$ cat config.mk
export PLATFORM = sky130hd
export DESIGN_NAME = ber_align_tracker
export DESIGN_NICKNAME = d
export VERILOG_FILES = /design/src/rtl/ber_align_tracker.sv
export SDC_FILE = /design/constraint.sdc
export NUM_CORES = 1
export LEC_CHECK = 0
export ABC_AREA = 1
export CORE_MARGIN = 2
export CORE_UTILIZATION = 50
export DETAILED_ROUTE_END_ITERATION = 12
export PLACE_DENSITY = 0.73
export SKIP_CTS_REPAIR_TIMING = 1
export SYNTH_ARGS = -nofsm -noshare
export SYNTH_HDL_FRONTEND = slang
export SYNTH_SLANG_ARGS = --single-unit
$ cat constraint.sdc
create_clock -name clk -period 13.8 [get_ports clk]
set_input_delay 4.14 -clock clk [delete_from_list [all_inputs] [get_ports clk]]
set_output_delay 4.14 -clock clk [all_outputs]
set_load 0.005 [all_outputs]
$ cat src/rtl/ber_align_tracker.sv
// Symbol-error-rate monitor: finds the tx->rx symbol delay, then counts errors per LFSR period.
// Latency: lock/delay/count outputs update on the deciding strobe's edge; meas_valid is high for the next clk.
// Backpressure: none; all state advances only on sym_clk_en, and the block never stalls its inputs.
module ber_align_tracker #(
    parameter int MAX_DELAY   = 63,
    parameter int WIN_LEN     = 256,
    parameter int LOCK_THRESH = 4,
    parameter int LOSS_THRESH = 32,
    parameter int CNT_W       = 24
) (
    input  logic             clk,
    input  logic             reset,
    input  logic             sym_clk_en,
    input  logic             period_mark,
    input  logic [1:0]       tx_data,
    input  logic [1:0]       rx_data,
    output logic             locked,
    output logic [5:0]       delay_sel,
    output logic [CNT_W-1:0] err_count,
    output logic [CNT_W-1:0] sym_count,
    output logic             meas_valid,
    output logic             meas_full
);

    localparam int WIN_W  = $clog2(WIN_LEN);
    // one extra bit so a window where every symbol is wrong still fits
    localparam int WERR_W = WIN_W + 1;

    localparam logic [WIN_W-1:0]  WIN_LAST = WIN_W'(WIN_LEN - 1);
    localparam logic [WERR_W-1:0] LOCK_LIM = WERR_W'(LOCK_THRESH);
    localparam logic [WERR_W-1:0] LOSS_LIM = WERR_W'(LOSS_THRESH);
    localparam logic [5:0]        DLY_MAX  = 6'(MAX_DELAY);

    typedef enum logic {
        S_SEARCH = 1'b0,
        S_LOCKED = 1'b1
    } state_t;

    state_t            state_q, state_d;
    logic [1:0]        dline_q [1:MAX_DELAY];
    logic [1:0]        dline_d [1:MAX_DELAY];
    logic [1:0]        tap     [0:MAX_DELAY];
    logic [5:0]        delay_sel_q, delay_sel_d;
    logic [WIN_W-1:0]  win_cnt_q, win_cnt_d;
    logic [WERR_W-1:0] win_err_q, win_err_d;
    logic [CNT_W-1:0]  p_err_q, p_err_d;
    logic [CNT_W-1:0]  p_sym_q, p_sym_d;
    logic              dirty_q, dirty_d;
    logic [CNT_W-1:0]  err_count_q, err_count_d;
    logic [CNT_W-1:0]  sym_count_q, sym_count_d;
    logic              meas_valid_q, meas_valid_d;
    logic              meas_full_q, meas_full_d;

    logic              mis;
    logic              win_end;
    logic [WERR_W-1:0] win_err_sum;
    logic [5:0]        delay_next;
    logic [CNT_W-1:0]  p_sym_inc;
    logic [CNT_W-1:0]  p_err_inc;

    // Tap 0 is the live tx symbol; tap k is the symbol seen k strobes ago.
    always_comb begin
        tap[0] = tx_data;
        for (int k = 1; k <= MAX_DELAY; k++) begin
            tap[k] = dline_q[k];
        end
    end

    assign mis         = (rx_data != tap[delay_sel_q]);
    assign win_end     = (win_cnt_q == WIN_LAST);
    // window total including this strobe, so the decision sees the last symbol
    assign win_err_sum = win_err_q + WERR_W'(mis);
    assign delay_next  = (delay_sel_q == DLY_MAX) ? 6'd0 : delay_sel_q + 6'd1;
    assign p_sym_inc   = (&p_sym_q) ? p_sym_q : p_sym_q + CNT_W'(1);
    assign p_err_inc   = (&p_err_q) ? p_err_q : p_err_q + CNT_W'(mis);

    // Next-state: delay line, window counters, search/lock FSM and period latch, all gated by the strobe.
    always_comb begin
        state_d      = state_q;
        dline_d      = dline_q;
        delay_sel_d  = delay_sel_q;
        win_cnt_d    = win_cnt_q;
        win_err_d    = win_err_q;
        p_err_d      = p_err_q;
        p_sym_d      = p_sym_q;
        dirty_d      = dirty_q;
        err_count_d  = err_count_q;
        sym_count_d  = sym_count_q;
        meas_full_d  = meas_full_q;
        meas_valid_d = 1'b0;

        if (sym_clk_en) begin
            dline_d[1] = tx_data;
            for (int k = 2; k <= MAX_DELAY; k++) begin
                dline_d[k] = dline_q[k-1];
            end

            win_cnt_d = win_end ? '0 : win_cnt_q + WIN_W'(1);
            win_err_d = win_end ? '0 : win_err_sum;

            case (state_q)
                S_SEARCH: begin
                    if (win_end) begin
                        if (win_err_sum <= LOCK_LIM) begin
                            state_d = S_LOCKED;
                            // the period in progress at lock time is only partially observed
                            dirty_d = 1'b1;
                        end else begin
                            delay_sel_d = delay_next;
                        end
                    end
                end
                S_LOCKED: begin
                    p_sym_d = p_sym_inc;
                    p_err_d = p_err_inc;
                    if (period_mark) begin
                        err_count_d  = p_err_inc;
                        sym_count_d  = p_sym_inc;
                        meas_full_d  = ~dirty_q;
                        meas_valid_d = 1'b1;
                        p_err_d      = '0;
                        p_sym_d      = '0;
                        dirty_d      = 1'b0;
                    end
                    // loss is evaluated after the latch so a coincident mark still reports
                    if (win_end && (win_err_sum > LOSS_LIM)) begin
                        state_d     = S_SEARCH;
                        delay_sel_d = delay_next;
                        dirty_d     = 1'b1;
                        p_err_d     = '0;
                        p_sym_d     = '0;
                    end
                end
                default: state_d = S_SEARCH;
            endcase
        end
    end

    // State registers with asynchronous clear.
    always_ff @(posedge clk or posedge reset) begin
        if (reset) begin
            state_q      <= S_SEARCH;
            for (int k = 1; k <= MAX_DELAY; k++) begin
                dline_q[k] <= 2'b00;
            end
            delay_sel_q  <= '0;
            win_cnt_q    <= '0;
            win_err_q    <= '0;
            p_err_q      <= '0;
            p_sym_q      <= '0;
            dirty_q      <= 1'b0;
            err_count_q  <= '0;
            sym_count_q  <= '0;
            meas_valid_q <= 1'b0;
            meas_full_q  <= 1'b0;
        end else begin
            state_q      <= state_d;
            dline_q      <= dline_d;
            delay_sel_q  <= delay_sel_d;
            win_cnt_q    <= win_cnt_d;
            win_err_q    <= win_err_d;
            p_err_q      <= p_err_d;
            p_sym_q      <= p_sym_d;
            dirty_q      <= dirty_d;
            err_count_q  <= err_count_d;
            sym_count_q  <= sym_count_d;
            meas_valid_q <= meas_valid_d;
            meas_full_q  <= meas_full_d;
        end
    end

    assign locked     = (state_q == S_LOCKED);
    assign delay_sel  = delay_sel_q;
    assign err_count  = err_count_q;
    assign sym_count  = sym_count_q;
    assign meas_valid = meas_valid_q;
    assign meas_full  = meas_full_q;

endmodule

# Yosys cells after proc, flatten, opt, wreduce, memory -nomap -nowiden

Cells that the tools add are included.

Word-level logic and storage cells: 128
Register bits: 249
Input bits: 8
Output and inout bits: 57

Multiplexer cells: 28
Magnitude comparators: 3
Add/sub/neg operators: 5
Equal/unequal tests: 8
Bitwise logic cells: 3
Reductions and logical operators: 7

Operators with widths:

| kind                    | number |
|---|---|
| $mux W24                | 6 |
| $reduce_and A24 Y1      | 2 |
| $add A24 B1 Y24         | 1 |
| $add A24 B1 Y24 const B | 1 |
| $mux W6                 | 4 |
| $bmux W2 S6             | 1 |
| $pmux W6 S2             | 1 |
| $mux W1                 | 10 |
| $add A9 B1 Y9           | 1 |
| $gt A9 B6 Y1 const B    | 1 |
| $le A9 B3 Y1 const B    | 1 |
| $mux W9                 | 1 |
| $add A8 B1 Y8 const B   | 1 |
| $eq A8 B8 Y1 const B    | 1 |
| $mux W8                 | 1 |
| $reduce_and A4 Y1       | 2 |
| $ge A7 B7 Y1 const B    | 1 |
| $not A6 Y7              | 1 |
| $add A6 B1 Y6 const B   | 1 |
| $eq A6 B6 Y1 const B    | 1 |
| $ne A2 B2 Y1 const B    | 3 |
| $mux W2                 | 2 |
| $pmux W1 S2             | 2 |
| $ne A3 B2 Y1 const B    | 1 |
| other kinds (6)         | 7 |

# Depth between registers and ports, before layout

Gate-level depths: netlist of run 1.

Word-level depth: 10
Gate-level depth with buffers: 29
Mapped depth without buffers: 27

# Worst setup path after synthesis of run 1

No wires, ideal clock.

Path type: input to register
From: input port tx_data[1]
To: register p_sym_q[1]
Data arrival time: 6.256 ns
Path buffers: 1
Stages: 21
Library setup time: 0.074 ns
Setup slack: 7.470 ns
Cells stage by stage: o211ai_1 nand2_1 nand2_1 nand2_1 nand2_1 nand3_1 nand3_1 nand3_1 nand3_1 ha_1 ha_1 nand3_2 nor2_2 xor2_1 nand2_1 nor2_1 nor2_1 nand2_4 nand2_4 buf_6 o21ai_2

Cells in the longest elaborated chain, start to end: 8

Ends and longest elaborated chain:

| item                                       | line | source |
|---|---|---|
| start, declared                            | 15   | `input logic [1:0] tx_data,` |
| $bmux W2 S6                                | 69   | `assign mis = (rx_data != tap[delay_sel_q]);` |
| $mux W2 (implied by the code) (2 in a row) | 69   |  |
| $ne A2 B2 Y1                               | 69   |  |
| $add A9 B1 Y9                              | 72   | `assign win_err_sum = win_err_q + WERR_W'(mis);` |
| $gt A9 B6 Y1                               | 126  | `if (win_end && (win_err_sum > LOSS_LIM)) begin` |
| $logic_and A1 B1 Y1                        | 126  |  |
| $mux W24                                   | 126  |  |
| end signal, assigned                       | 163  | `p_sym_q <= p_sym_d;` |
| end, declared                              | 47   | `logic [CNT_W-1:0] p_sym_q, p_sym_d;` |

Every way passes these cells. The select of a mux whose other input is x is not followed.
A chain may end at the register's enable or synchronous reset.

# Final worst setup path of run 1

From: input port sym_clk_en
To: register sym_count_q[3], in the netlist sym_count[3]

Cells in the longest elaborated chain, start to end: 1

Ends and longest elaborated chain:

| item                        | line | source |
|---|---|---|
| start, declared             | 13   | `input logic sym_clk_en,` |
| $reduce_and A3 Y1 (no line) | --   |  |
| end signal, assigned        | 166  | `sym_count_q <= sym_count_d;` |
| end, declared               | 50   | `logic [CNT_W-1:0] sym_count_q, sym_count_d;` |

Every way passes these cells.

==> reports/qor.txt, run 1 <==
WL final -> 28,800 um
Fin nets -> 1,673
Clock Skews -> 19.7 ps
Part of the Yosys area used for sequential elements -> 49.2%
Number of global-route vias before repair -> 10,200
Minimum clock period after layout -> 7410 ps
Peak supply drop -> 0.106 mV
Req. time, crit path -> 14,270 ps
Vert. Die Dim -> 163 um
Synth warn -> 0
Hold Violations, Final -> 0
Achievable Freq -> 135 MHz
Final core utilization -> 57.6%
Largest net degree at the start of global routing -> 140
Worst-path maximum fanout -> 139
Setup TNS -> 0 ps
Total clock buffers created by CTS -> 28
Worst Hold Class -> register to register
FF+latch count, synth -> 249
Normalized max-slew margin -> 20.9%
Final period utilization -> 53.7%
Netlist cell types -> 34
Rows -> 58
All-Layer GR Usage -> 22.0%
Leading area contributor after synthesis -> dfrtp_1
Syn_area_per_cell -> 7.72 sq um
Total nets after synthesis -> 1,656
H-tree depth -> 1
Share of cells above drive strength 1 -> 5.48%
Worst slew pin tran -> 1190 ps
Die width -> 163 um
Cell chain of the critical path -> buf_6, nand2_1, inv_2, nand2_2, buf_4, inv_1, nand2_1, nand2_1
Top Ports -> 65
Crit path largest cell delay -> 940 ps
Clk_lat worst skew -> 540 ps
Post-DR wirelength/cell -> 14.3 um
Routability cong. -> 0.883
Worst setup SP type -> input port
# diodes -> 0
Die area -> 26,600 sq um
Critical path's slowest cell -> nand2_1
Overflow after GRT -> 0
Initial Utilization -> 50.6%
Pre-CTS setup slack -> 5860 ps
Core area -> 25,000 sq um
WP data arrival -> 7870 ps
Synth Cell Area -> 12,700 sq um
Area grow syn2layout -> 13.7%
Cells after Synth -> 1,641
Placed wire-length estimate -> 18,200 um
Cell mode on critical path -> nand2_1
RSZ-0062 raised after global routing -> false
First drt pass iteration count -> 7
Root Buffer -> clkbuf_16
PD cells -> 169 nW/um^2
PortBufs -> 64
Crit Path Class -> input port to register
Max-cap violations -> 0
Initial DRC Count -> 884
Final WS setup -> 6390 ps
Outcome -> completed
Vias/cell -> 5.22
Top post-synthesis cells by area -> dfrtp_1 49%, nand2_1 15%, nand3_1 6.3%
Worst-path clk slew -> 60 ps
# clock sinks -> 249
Initial antenna violation count -> 0
Global-route wire length before repair -> 48,900 um
Pins Over Slew Limit -> 0
Antenna Nets Post-Route -> 0
CP Capture Type -> register
Clock buffer depth -> 3
Vias -> 10,500
Yosys top cell area share -> 49.2%
Post-route insts no fill -> 2,009
Placed cell count -> 1,958
DRC -> 0
CTS tree -> done
Pleak -> 7.14 nW
Final setup fails -> 0
[per-stage QoR]
step / power, mW / hold WS [ps] / instance area (sq um)
global route: 2.60 / 500 / 14400
finish: 2.44 / 476 / 14400
global placement: 1.65 / 459 / 13400
detailed placement: 1.67 / 467 / 13400
floorplan: 1.47 / 436 / 12700
CTS: 2.46 / 483 / 14400
[flip-flops by register name (all words and copies together) (netlist names), 6 cells and up]
register and cells:
dline_q 126, err_count 24, p_err_q 24, p_sym_q 24, sym_count 24, win_err_q 9, win_cnt_q 8, delay_sel 6
[routing by layer]
layer | part of all wire (%) | global-route usage (%) | up-vias
met1 | 48 | 31.4 | 5007
met5 | 0 | 0 | -
met3 | 3.3 | 2.67 | 42
met2 | 46 | 35.9 | 200
met4 | 2.0 | 5.31 | 0
li1 | - | - | 5243
[cell type report]
type / instances / area, sq um
fillers: 2313 / 10600
clock buffers: 39 / 823
flip-flops and latches: 249 / 6230
clock inverters: 12 / 144
repair buffers: 72 / 702
inverters: 203 / 769
multi-input cells: 1104 / 5330
well taps: 330 / 413
[power breakdown]
part | switching [mW] | leakage [nW] | total, mW | internal, mW
Clock | 0.301 | 0.476 | 0.773 | 0.471
Combinational | 0.392 | 3.53 | 0.670 | 0.278
Sequential | 0.116 | 3.13 | 0.998 | 0.882
Total | 0.809 | 7.14 | 2.44 | 1.63
[kinds of logic after synthesis]
logic type | synth area share (%)
flip-flops | 49.2
XOR/XNOR | 3.65
buffers and inverters | 8.84
AO/OA/AOI/OAI | 11.4
AND/OR/NAND/NOR | 26.2
adder cells (fa/ha/maj) | 0.691
[synth_stat cells, drive strengths merged]
| master | instances |
|---|---|
| or2 | 1 |
| nor2 | 80 |
| xnor2 | 7 |
| clkinv | 1 |
| a21oi | 50 |
| nand4 | 11 |
| nor4 | 7 |
| o211ai | 21 |
| buf | 28 |
| xor2 | 45 |
| and2 | 1 |
| nand3 | 161 |
| clkbuf | 57 |
| nand2 | 507 |
| inv | 202 |
| nor3 | 25 |
| nor3b | 3 |
| o21ai | 153 |
| dfrtp | 249 |
| o22ai | 25 |
| ha | 7 |
[worst paths after layout]
kind                                      end  slack [ps]  depth (start not counted)           from
worst max-delay path             sym_count[3]        6390                          8     sym_clk_en
worst min register to register  err_count[16]         480                          2  err_count[16]
min in group asynchronous        err_count[5]        4120                          2          reset
worst max register to register    p_err_q[13]        8830                         23   delay_sel[0]
max in group asynchronous        delay_sel[0]        7420                          4          reset
worst min-delay path            err_count[16]         480                          2  err_count[16]
[placed cells by master, fill, tap and decap left out, types with 3 or more instances in the layout]
master,count
a21oi_1,50
o21ai_0,143
nor2_1,78
o21ai_2,4
clkdlybuf4s50_1,63
clkbuf_1,4
o211ai_1,21
o22ai_1,9
clkbuf_16,29
nor3b_1,3
bufinv_16,3
nor4_1,7
xor2_1,44
inv_1,200
nand3_1,159
o21ai_1,6
xnor2_1,7
buf_4,8
o22ai_2,16
ha_1,7
nor3_1,23
nand2_1,502
dfrtp_1,248
clkbuf_8,6
clkinv_2,6
nand4_1,11
nand2_2,3
[worst max-delay path: cells and delay by family]
| kind | cells | cell delay [ps] |
|---|---|---|
| AND/OR/NAND/NOR | 4 | 1210 |
| buffers and inverters | 4 | 2440 |
Power figures use the tool's default switching activity.
==> inputs of run 2 (changes only) <==
- PLACE_DENSITY: 0.73 -> 0.76
- clock period: 13.8 -> 6.1 ns (I/O delays scaled with it)
==> run 2 against run 1 <==
  * Critical path depth rose by 14
  * Hold slack lost 2.1 ps
  * First-iteration DRC count up 6.8%
  * Clock skew fell by 7.7 ps
  * Sequential power up 120%
  * Critical path type unchanged
  * Critical endpoint is now p_err_q[13]
  * Largest cell class unchanged
  * Largest power group unchanged
==> reports/qor.txt, run 2 (same netlist as run 1, synthesis figures left out) <==
Outcome -> completed
RSZ-0062 raised after global routing -> false
Tot Pwr -> 5.48 mW
Antenna Nets Post-Route -> 0
Setup crit start -> tx_data[0]
Core area -> 25,000 sq um
Max FFs per register -> 126
Clock Skews -> 12.0 ps
Most frequent cells in the layout -> 502 x nand2_1, 248 x dfrtp_1, 200 x inv_1
Number of global-route vias before repair -> 10,200
Largest register by flop count -> dline_q
Minimum clock period after layout -> 4870 ps
FF-to-FF Start -> delay_sel[0]
Vias -> 10,600
Final period utilization -> 79.9%
Normalized max-slew margin -> 21.3%
Clock buffer depth -> 3
CTS tree -> done
Area post-placement -> 13,500 sq um
All-Layer GR Usage -> 21.6%
Worst-path clk slew -> 60 ps
Worst-path maximum fanout -> 26
Die area -> 26,600 sq um
Max-cap violations -> 0
Most common cell after layout, fill and taps aside -> nand2_1
Root Buffer -> clkbuf_16
Hold path start -> dline_q[62]
Setup TNS -> 0 ps
DRC -> 0
Post-DR wirelength/cell -> 14.1 um
Overflow after GRT -> 0
Largest net degree at the start of global routing -> 143
Crit Path Class -> input port to register
# diodes -> 0
Global-route wire length before repair -> 48,000 um
First drt pass iteration count -> 8
Initial antenna violation count -> 0
Fin nets -> 1,675
Vias/cell -> 5.26
WL final -> 28,300 um
Register-to-Register Setup Slack -> 1690 ps
Hold Violations, Final -> 0
Share of cells above drive strength 1 -> 5.47%
PortBufs -> 64
CP Capture Type -> register
Req. time, crit path -> 6540 ps
Clk_lat worst skew -> 540 ps
PD cells -> 380 nW/um^2
Worst slew pin tran -> 1180 ps
Worst Hold Class -> register to register
Rows -> 58
Achievable Freq -> 205 MHz
Pleak -> 7.13 nW
Pins Over Slew Limit -> 0
WP data arrival -> 5310 ps
Final setup fails -> 0
Top Ports -> 65
Worst setup SP type -> input port
Vert. Die Dim -> 163 um
Routability cong. -> 0.910
Placed cell count -> 1,960
Filler instances -> 2,246
# clock sinks -> 249
Total clock buffers created by CTS -> 28
Peak supply drop -> 0.307 mV
H-tree depth -> 1
Area grow syn2layout -> 13.6%
Post-route cell area -> 14,400 sq um
Placed wire-length estimate -> 18,200 um
Initial Utilization -> 50.6%
Post-route insts no fill -> 2,011
Initial DRC Count -> 944
Die width -> 163 um
-- run 2: cell types whose count changed in the layout (fill, tap and decap cells not counted), sizes merged --
cell	change
inv	-1
buf	+2
clkinvlp	+1
clkinv	+2
clkbuf	-2
-- run 2: final timing paths --
path	end	cells after the start
min	dline_q[60]	2
min in group asynchronous	err_count[13]	2
max in group asynchronous	p_sym_q[3]	3
max	p_err_q[13]	22
max reg2reg	p_err_q[13]	22
min reg2reg	dline_q[60]	2
-- run 2: critical path, cell delays in order --
cell and delay (ps):
clkdlybuf4s50_1 520, nand2_1 70, nand3_1 120, nand3_1 110, nand2_1 80, nand2_1 40, nand3_1 90, nand3_1 80
nand3_1 80, nand2_1 80, nand3_1 120, ha_1 220, ha_1 220, nand3_2 120, nor2_2 120, xor2_1 220
nand2_1 70, nor2_1 150, nor2_1 90, nand2_4 270, nand2_4 310, o21ai_0 270
-- run 2: routing by layer --
metal	track usage (%)	routed length, um	share of wire [%]	vias up
met5	0	0	0	-
li1	-	-	-	5264
met4	6.52	680	2.4	0
met3	2.95	1230	4.3	47
met1	30.6	13300	47	5023
met2	34.8	13100	46	250
-- run 2: through the flow --
step	worst slack (ps)	hold slack, ps	utilization, %
global route	869	499	57.5
global placement	871	460	53.8
detailed placement	716	464	53.8
finish	1230	474	57.5
CTS	1270	479	57.5
floorplan	996	436	-
-- run 2: power breakdown --
part / internal (mW) / switching (mW) / total (mW)
Sequential: 2.00 / 0.234 / 2.23
Clock: 1.02 / 0.682 / 1.70
Combinational: 0.632 / 0.913 / 1.54
Total: 3.65 / 1.83 / 5.48
-- run 2: area by class of cell --
class,count,area [sq um],share of cell area (%)
sequential,249,6230,43.3
inverter,203,766,5.32
multi-input combinational,1104,5330,37.0
clock buffer,37,776,5.39
tap,330,413,2.87
clock inverter,14,154,1.07
timing repair buffer,74,729,5.07
